$ cat src/rtl/cpu6_pipeline_drain_ctrl_if.sv
// ----------------------------------------------------------------------------
// cpu6_pipeline_drain_ctrl_if
//  Bundles the pipeline-drain request/status signals shared between the core
//  pipeline (master) and the drain controller (slave).
//  Signals:
//   empty_pipeline_reqE  core -> ctrl  EX instruction requests a full drain
//   redirect_flush       core -> ctrl  jump/trap redirect, kills a drain
//   mem_busy             core -> ctrl  data-memory access outstanding in MEM
//   stall_fd             ctrl -> core  freeze PC and IF/ID register
//   flush_e              ctrl -> core  insert bubble into ID/EX
//   drain_done           ctrl -> core  1-cycle pulse, resume next cycle
//   drain_timeout        ctrl -> core  with drain_done when exit was forced
//   busy                 ctrl -> core  controller not idle
// ----------------------------------------------------------------------------
interface cpu6_pipeline_drain_ctrl_if;
  logic empty_pipeline_reqE;
  logic redirect_flush;
  logic mem_busy;
  logic stall_fd;
  logic flush_e;
  logic drain_done;
  logic drain_timeout;
  logic busy;

  modport master (
    output empty_pipeline_reqE, redirect_flush, mem_busy,
    input  stall_fd, flush_e, drain_done, drain_timeout, busy
  );

  modport slave (
    input  empty_pipeline_reqE, redirect_flush, mem_busy,
    output stall_fd, flush_e, drain_done, drain_timeout, busy
  );
endinterface

$ cat src/rtl/cpu6_pipeline_drain_ctrl.sv
// ----------------------------------------------------------------------------
// cpu6_pipeline_drain_ctrl
//  Sequences a full pipeline drain when the EX instruction requests it (CSR
//  write, fence). Holds fetch/decode and bubbles EX until the requester and
//  all older work have left MEM/WB, then pulses drain_done. A cumulative
//  mem_busy timer forces an exit (flagged by drain_timeout) if memory hangs.
//  Ports:
//   clk      core clock, all state on rising edge
//   reset    synchronous, active-low (0 = reset); outputs forced 0 while low
//   drainIf  slave side of cpu6_pipeline_drain_ctrl_if (request/status bus)
//  Parameters:
//   DRAIN_DEPTH  non-busy DRAIN cycles before DONE (1..2^CNT_W-1)
//   CNT_W        drain counter width
//   TIMEOUT      cumulative mem_busy DRAIN cycles before forced exit
//   TMO_W        timeout timer width
// ----------------------------------------------------------------------------
module cpu6_pipeline_drain_ctrl #(
  parameter int DRAIN_DEPTH = 2,
  parameter int CNT_W       = 3,
  parameter int TIMEOUT     = 255,
  parameter int TMO_W       = 8
) (
  input  logic                         clk,
  input  logic                         reset,
  cpu6_pipeline_drain_ctrl_if.slave    drainIf
);

  typedef enum logic [1:0] {
    IDLE  = 2'd0,
    DRAIN = 2'd1,
    DONE  = 2'd2
  } state_t;

  localparam logic [CNT_W-1:0] DEPTH_INIT = CNT_W'(DRAIN_DEPTH);
  localparam logic [TMO_W-1:0] TMR_LAST   = TMO_W'(TIMEOUT - 1);
  localparam logic [CNT_W-1:0] CNT_ONE    = CNT_W'(1);

  state_t            stateReg;
  logic [CNT_W-1:0]  cntReg;
  logic [TMO_W-1:0]  tmrReg;
  logic              tmoFlagReg;
  logic              start;

  // A redirect in the same cycle as the request means the requester is being
  // killed, so no drain is started.
  assign start = drainIf.empty_pipeline_reqE & ~drainIf.redirect_flush;

  always_ff @(posedge clk) begin
    if (!reset) begin
      stateReg   <= IDLE;
      cntReg     <= '0;
      tmrReg     <= '0;
      tmoFlagReg <= 1'b0;
    end else begin
      case (stateReg)
        IDLE: begin
          if (start) begin
            stateReg   <= DRAIN;
            cntReg     <= DEPTH_INIT;
            tmrReg     <= '0;
            tmoFlagReg <= 1'b0;
          end
        end
        DRAIN: begin
          if (drainIf.redirect_flush) begin
            stateReg <= IDLE;
          end else if (drainIf.mem_busy) begin
            // Timer accumulates over the whole drain and the count of
            // clean cycles is frozen while memory is busy.
            if (tmrReg == TMR_LAST) begin
              stateReg   <= DONE;
              tmoFlagReg <= 1'b1;
            end else begin
              tmrReg <= tmrReg + 1'b1;
            end
          end else if (cntReg == CNT_ONE) begin
            stateReg <= DONE;
          end else begin
            cntReg <= cntReg - 1'b1;
          end
        end
        DONE: begin
          stateReg <= IDLE;
        end
        default: begin
          stateReg <= IDLE;
        end
      endcase
    end
  end

  // Outputs are partly Mealy (IDLE start) and must drop to 0 as soon as
  // reset is asserted, so they are decoded combinationally.
  always_comb begin
    drainIf.stall_fd      = 1'b0;
    drainIf.flush_e       = 1'b0;
    drainIf.drain_done    = 1'b0;
    drainIf.drain_timeout = 1'b0;
    drainIf.busy          = 1'b0;
    if (reset) begin
      drainIf.busy = (stateReg != IDLE);
      case (stateReg)
        IDLE: begin
          drainIf.stall_fd = start;
          drainIf.flush_e  = start;
        end
        DRAIN: begin
          drainIf.stall_fd = 1'b1;
          drainIf.flush_e  = 1'b1;
        end
        DONE: begin
          drainIf.stall_fd      = 1'b1;
          drainIf.drain_done    = 1'b1;
          drainIf.drain_timeout = tmoFlagReg;
        end
        default: begin
          drainIf.stall_fd = 1'b0;
        end
      endcase
    end
  end

endmodule

$ cat src/flat_wrapper.sv
// flat-port wrapper written by rule: the top's interface ports become plain ports
module cpu6_pipeline_drain_ctrl_flat 
#(
  parameter int DRAIN_DEPTH = 2,
  parameter int CNT_W       = 3,
  parameter int TIMEOUT     = 255,
  parameter int TMO_W       = 8
)
  (clk, reset, drainIf_empty_pipeline_reqE, drainIf_redirect_flush, drainIf_mem_busy, drainIf_stall_fd, drainIf_flush_e, drainIf_drain_done, drainIf_drain_timeout, drainIf_busy);
  cpu6_pipeline_drain_ctrl_if drainIf_i ();
  input  logic clk;
  input  logic reset;
  input wire logic [$bits(drainIf_i.empty_pipeline_reqE)-1:0] drainIf_empty_pipeline_reqE;
  input wire logic [$bits(drainIf_i.redirect_flush)-1:0] drainIf_redirect_flush;
  input wire logic [$bits(drainIf_i.mem_busy)-1:0] drainIf_mem_busy;
  output wire logic [$bits(drainIf_i.stall_fd)-1:0] drainIf_stall_fd;
  output wire logic [$bits(drainIf_i.flush_e)-1:0] drainIf_flush_e;
  output wire logic [$bits(drainIf_i.drain_done)-1:0] drainIf_drain_done;
  output wire logic [$bits(drainIf_i.drain_timeout)-1:0] drainIf_drain_timeout;
  output wire logic [$bits(drainIf_i.busy)-1:0] drainIf_busy;
  assign drainIf_i.empty_pipeline_reqE = drainIf_empty_pipeline_reqE;
  assign drainIf_i.redirect_flush = drainIf_redirect_flush;
  assign drainIf_i.mem_busy = drainIf_mem_busy;
  assign drainIf_stall_fd = drainIf_i.stall_fd;
  assign drainIf_flush_e = drainIf_i.flush_e;
  assign drainIf_drain_done = drainIf_i.drain_done;
  assign drainIf_drain_timeout = drainIf_i.drain_timeout;
  assign drainIf_busy = drainIf_i.busy;
  cpu6_pipeline_drain_ctrl #(.DRAIN_DEPTH(DRAIN_DEPTH), .CNT_W(CNT_W), .TIMEOUT(TIMEOUT), .TMO_W(TMO_W)) u_core (.clk(clk), .reset(reset), .drainIf(drainIf_i));
endmodule
$ cat config.mk
export PLATFORM = sky130hd
export DESIGN_NAME = cpu6_pipeline_drain_ctrl_flat
export DESIGN_NICKNAME = d
export VERILOG_FILES = /design/src/rtl/cpu6_pipeline_drain_ctrl_if.sv /design/src/rtl/cpu6_pipeline_drain_ctrl.sv /design/src/flat_wrapper.sv
export SDC_FILE = /design/constraint.sdc
export NUM_CORES = 1
export LEC_CHECK = 0
export ABC_AREA = 1
export CORE_MARGIN = 10
export CORE_UTILIZATION = 40
export CTS_CLUSTER_SIZE = 28
export DETAILED_ROUTE_END_ITERATION = 10
export PLACE_DENSITY_LB_ADDON = 0.12
export SLEW_MARGIN = 20
export SYNTH_ARGS = -nofsm -noshare
export SYNTH_HDL_FRONTEND = slang
export SYNTH_SLANG_ARGS = --single-unit
$ cat constraint.sdc
create_clock -name clk -period 1.85 [get_ports clk]
set_input_delay 0.37 -clock clk [delete_from_list [all_inputs] [get_ports clk]]
set_output_delay 0.37 -clock clk [all_outputs]
set_load 0.02 [all_outputs]
# Yosys cells after proc, flatten, opt, wreduce, memory -nomap -nowiden
# Index checks and enable logic that the tools add are counted.
[totals] regBits=14 input_bits=5 output_inout_bits=5 elab_cells=59
[op_classes] n_addsub=2 n_eq_ne=13 mux=30 bitwise_logic=2 n_reduce_logical=8
[op_table] operator="8-bit 2-to-1 mux" n=4
[op_table] operator="8-bit one-hot mux with 2 select lines" n=1
[op_table] operator="5-bit AND reduction" n=3
[op_table] operator="3-bit 2-to-1 mux" n=4
[op_table] operator="1-bit 2-to-1 mux" n=11
[op_table] operator="2-bit 2-to-1 mux" n=5
[op_table] operator="2-bit != test (second input constant)" n=5
[op_table] operator="8-bit by 1-bit adder with 8-bit output (second input constant)" n=1
[op_table] operator="8-bit equality test (second input constant)" n=1
[op_table] operator="4-bit by 3-bit != test with 1-bit output (second input constant)" n=2
[op_table] operator="1-bit one-hot mux with 2 select lines" n=3
[op_table] operator="3-bit one-hot mux with 2 select lines" n=1
[op_table] operator="2-bit by 1-bit != test with 1-bit output (second input constant)" n=2
[op_table] operator="2-bit one-hot mux with 2 select lines" n=1
[op_table] operator="2-bit nonzero test" n=2
[op_table] operator="3-bit by 1-bit equality test with 1-bit output (second input constant)" n=1
[op_table] operator="3-bit AND reduction" n=1
[op_table] operator="3-bit by 1-bit subtractor with 3-bit output (second input constant)" n=1
[op_table] operator="2-bit by 1-bit equality test with 1-bit output (second input constant)" n=1
[op_table] operator="2-bit equality test (second input constant)" n=1
[op_table] operator="2-bit logical NOT" n=1
[op_table] operator="2-bit OR reduction" n=1
[op_table] operator="1-bit AND" n=1
[op_table] operator="1-bit NOT" n=1

# Longest topological paths before layout
[logic_depth] word_depth=5 mapped_depth=10 depth_no_buf=10

# Worst setup path before layout
# OpenSTA, ideal clock, no wires.
[synth_path] path_kind="register to output" start="register u_core.stateReg[0]" end="output drainIf_stall_fd" arrival_ps=1330 required_ps=1480 path_slack_ps=150 path_stages_with_launch=5 n_path_buf=0 path_cell_list="dfxtp_1 > inv_1 > ha_1 > nand3_4 > a211oi_1"
[synth_between] elab_chain_cells=4 word_cells_on_any_way=6 cone_classes="eq/ne: 2; mux: 2; reduce/logical: 2"
[synth_lines] item="start, declared" line="cpu6_pipeline_drain_ctrl.sv:38" rtl="state_t stateReg;"
[synth_lines] item="start signal, assigned" line="cpu6_pipeline_drain_ctrl.sv:50" rtl="stateReg <= IDLE;"
[synth_lines] item="start signal, assigned" line="cpu6_pipeline_drain_ctrl.sv:58" rtl="stateReg <= DRAIN;"
[synth_lines] item="start signal, assigned" line="cpu6_pipeline_drain_ctrl.sv:66" rtl="stateReg <= IDLE;"
[synth_lines] item="2-bit by 1-bit equality test with 1-bit output / 2-bit equality test (equally long branches)" line="cpu6_pipeline_drain_ctrl.sv:102" rtl="case (stateReg)"
[synth_lines] item="2-bit OR reduction (no source line)"
[synth_lines] item="1-bit one-hot mux with 2 select lines *" line="cpu6_pipeline_drain_ctrl.sv:102"
[synth_lines] item="1-bit 2-to-1 mux *" line="cpu6_pipeline_drain_ctrl.sv:100" rtl="if (reset) begin"
[synth_lines] item="end, declared" line="flat_wrapper.sv:16" rtl="output wire logic [$bits(drainIf_i.stall_fd)-1:0] drainIf_stall_fd;"
# Every way passes the cells marked *; elsewhere a longest branch is shown, timed or not.

# Final worst setup path
[layout_path] start="input reset" end="output drainIf_busy"
[layout_between] elab_chain_cells=1
[layout_lines] item="start, declared" line="flat_wrapper.sv:12" rtl="input logic reset;"
[layout_lines] item="1-bit 2-to-1 mux" line="cpu6_pipeline_drain_ctrl.sv:100"
[layout_lines] item="end, declared" line="flat_wrapper.sv:20" rtl="output wire logic [$bits(drainIf_i.busy)-1:0] drainIf_busy;"
# Every way passes these cells.

==> flow_summary.json <==
{
  "skew_ns": 0.0121,
  "final_cell_mix": "nand2_1, inv_1, nor2_1, buf_4, dfxtp_1",
  "cts.clk_slew.worst_paths_ns": 0.09,
  "route.detailed.drc": 0,
  "numCtsBuffers": 3,
  "vdd_drop_max_mv": 0.772,
  "status": "completed",
  "track_usage_pct": 9.20,
  "core-area_um2": 2450,
  "post-route-period-util_pct": 95.6,
  "num_rows": 18,
  "tns_ns": 0,
  "clock_path_buffers": 2,
  "setup_viol": 0,
  "syn_avg_cell_area_um2": 6.49,
  "final_common_cell": "nand2_1",
  "seqPwrFrac_pct": 27.5,
  "final_area_um2": 1240,
  "path_buf_inv": 4,
  "drtIter0Drc": 99,
  "hpwl_mm": 1.76,
  "grt_pass1_wl_mm": 3.94,
  "routed_wl_mm": 2.33,
  "path_delay_family": "buffers and inverters",
  "die-area_um2": 4960,
  "detail-route-antenna-nets": 0,
  "gp_routability_congestion": 0.809,
  "synthDistinctLibCells": 23,
  "critPathRequiredTime_ns": 1.48,
  "clock-root-buffer": "clkbuf_4",
  "cts_max_level": 1,
  "critPathKind": "primary input to primary output",
  "p_per_area_nw_per_um2": 1110,
  "cp_cell_sequence": "clkdlybuf4s50_1 > clkinv_1 > buf_4 > nor2_1 > buf_2",
  "max_freq_mhz": 565,
  "hold_buffers": 0,
  "vias": 1005,
  "hold_class": "flip-flop to flip-flop",
  "cts_tree": "yes",
  "drive_above_1_share_pct": 18.9,
  "yosys.area.top_type": "dfxtp_1",
  "insertion_delay_ns": 0.28,
  "antenna_found_initial": 0,
  "slew-limit-headroom_pct": 78.9,
  "grt_overflow": 0,
  "place.port_buffers": 9,
  "tightest_slew_ns": 0.315,
  "firstDrtPassIters": 4,
  "crit_arrival_ns": 1.40,
  "fin_nets": 195,
  "synth_top_area_share_pct": 27.5,
  "numClockSinks": 14,
  "ys_ff_latch": 14,
  "start_util_pct": 41.5,
  "p_sw_mw": 0.618,
  "cp-end-kind": "primary output",
  "area_growth_pct": 21.7,
  "viasPerCell": 4.79,
  "ys_warn_count": 0,
  "synth.net_count": 170,
  "dieHeight_um": 70.5,
  "drv_slew": 0,
  "cp_max_fo": 4,
  "num_io_pins": 10,
  "max_stage_delay_ns": 0.48,
  "synth_area_um2": 1020,
  "place_area_um2": 1220,
  "leakage_nw": 0.555,
  "n_antenna_cell": 0,
  "final_hold_viol_count": 0,
  "synth_area_leaders": "dfxtp_1, nand2_1, inv_1",
  "worstSetupStartpointType": "primary input",
  "fin_util_pct": 50.5,
  "grt_pass1_vias": 981,
  "final.min_clock_period_ns": 1.77,
  "intPower_mw": 0.765,
  "avgRoutedWirePerCell_um": 11.1,
  "die_x_um": 70.5,
  "total_power_mw": 1.38,
  "grt_max_degree": 13,
  "yosysSeqAreaShare_pct": 27.5,
  "p_clk_share_pct": 12.9,
  "maxCapViolCount": 0,
  "synth_cells": 157,
  "p_sw_share_pct": 44.7,
  "slowest_stage": "clkdlybuf4s50_1",
  "power_frac_comb_pct": 59.6
}
sequential cells by signal, summed over array words and instances, names as in the netlist:
name	count
u_core.cntReg	3
u_core.stateReg	2
u_core.tmoFlagReg	1
u_core.tmrReg	8
cell type report:
type,count,area [um2]
fillers,265,1210
multi-input cells,113,632
flip-flops and latches,14,282
repair buffers,21,158
inverters,29,109
well taps,30,37.5
clock buffers,3,22.5
synth_stat cells, drive strengths merged:
| master | number |
|---|---|
| a211oi | 1 |
| o21bai | 1 |
| o21ai | 5 |
| dfxtp | 14 |
| nand3 | 13 |
| nand2 | 48 |
| xnor2 | 1 |
| nor3 | 1 |
| nand4 | 1 |
| a21oi | 12 |
| ha | 8 |
| buf | 2 |
| nor2 | 21 |
| clkinv | 1 |
| inv | 28 |
per-layer routing:
layer | up-vias | global-route usage, % | part of all wire (%)
li1 | 533 | - | -
met4 | 0 | 2.19 | 0.56
met3 | 2 | 3.25 | 3.3
met5 | - | 0 | 0
met1 | 458 | 10.5 | 47
met2 | 12 | 15.8 | 49
worst paths after layout:
path	from	slack, ns	end	cells after the start
max	reset	0.08	drainIf_busy	5
min	u_core.tmoFlagReg	0.47	u_core.tmoFlagReg	2
max reg2reg	u_core.stateReg[1]	0.17	u_core.cntReg[2]	10
min reg2reg	u_core.tmoFlagReg	0.47	u_core.tmoFlagReg	2
per-stage QoR:
stage / hold slack, ns / setup WS, ns / std cells
finish: 0.467 / 0.0813 / 210
detailed placement: 0.453 / -0.386 / 206
global route: 0.499 / -0.00176 / 210
floorplan: 0.434 / 0.150 / 157
global placement: 0.452 / -0.356 / 206
CTS: 0.467 / 0.00401 / 209
cells by family after synthesis:
logic type      Yosys count  share of synthesized area [%]
fa+ha+maj                 8                           9.83
buf+inv                  31                           12.3
xor+xnor                  1                          0.860
flops                    14                           27.5
simple gates             84                           38.6
compound gates           19                           10.9
power by group through the flow:
stage	combinational, mW	clock, mW	sequential [mW]
after floorplan	0.530	0	0.381
after global placement	0.791	0	0.380
after detailed placement	0.802	0	0.384
after CTS	0.784	0.188	0.378
after global routing	0.927	0.198	0.387
final	0.824	0.178	0.380
worst register-to-register path: stages, from the launching register on:
cell     delay, ns
dfxtp_1       0.34
inv_1         0.06
buf_4         0.13
ha_1          0.18
buf_4         0.18
nand2_1       0.19
nand2_1       0.11
nand3_1       0.17
inv_1         0.10
nand2_1       0.06
a21oi_1       0.05
repair_timing:
action                                  4_1_cts  5_1_grt
cloned                                        0        1
endpoints found under the hold margin         0        0
pin swaps                                     0        1
endpoints found under the setup margin        5       11
buffers inserted                              0        0
resized for setup                            16        8
No activity file was read; power rests on OpenSTA's default activity.
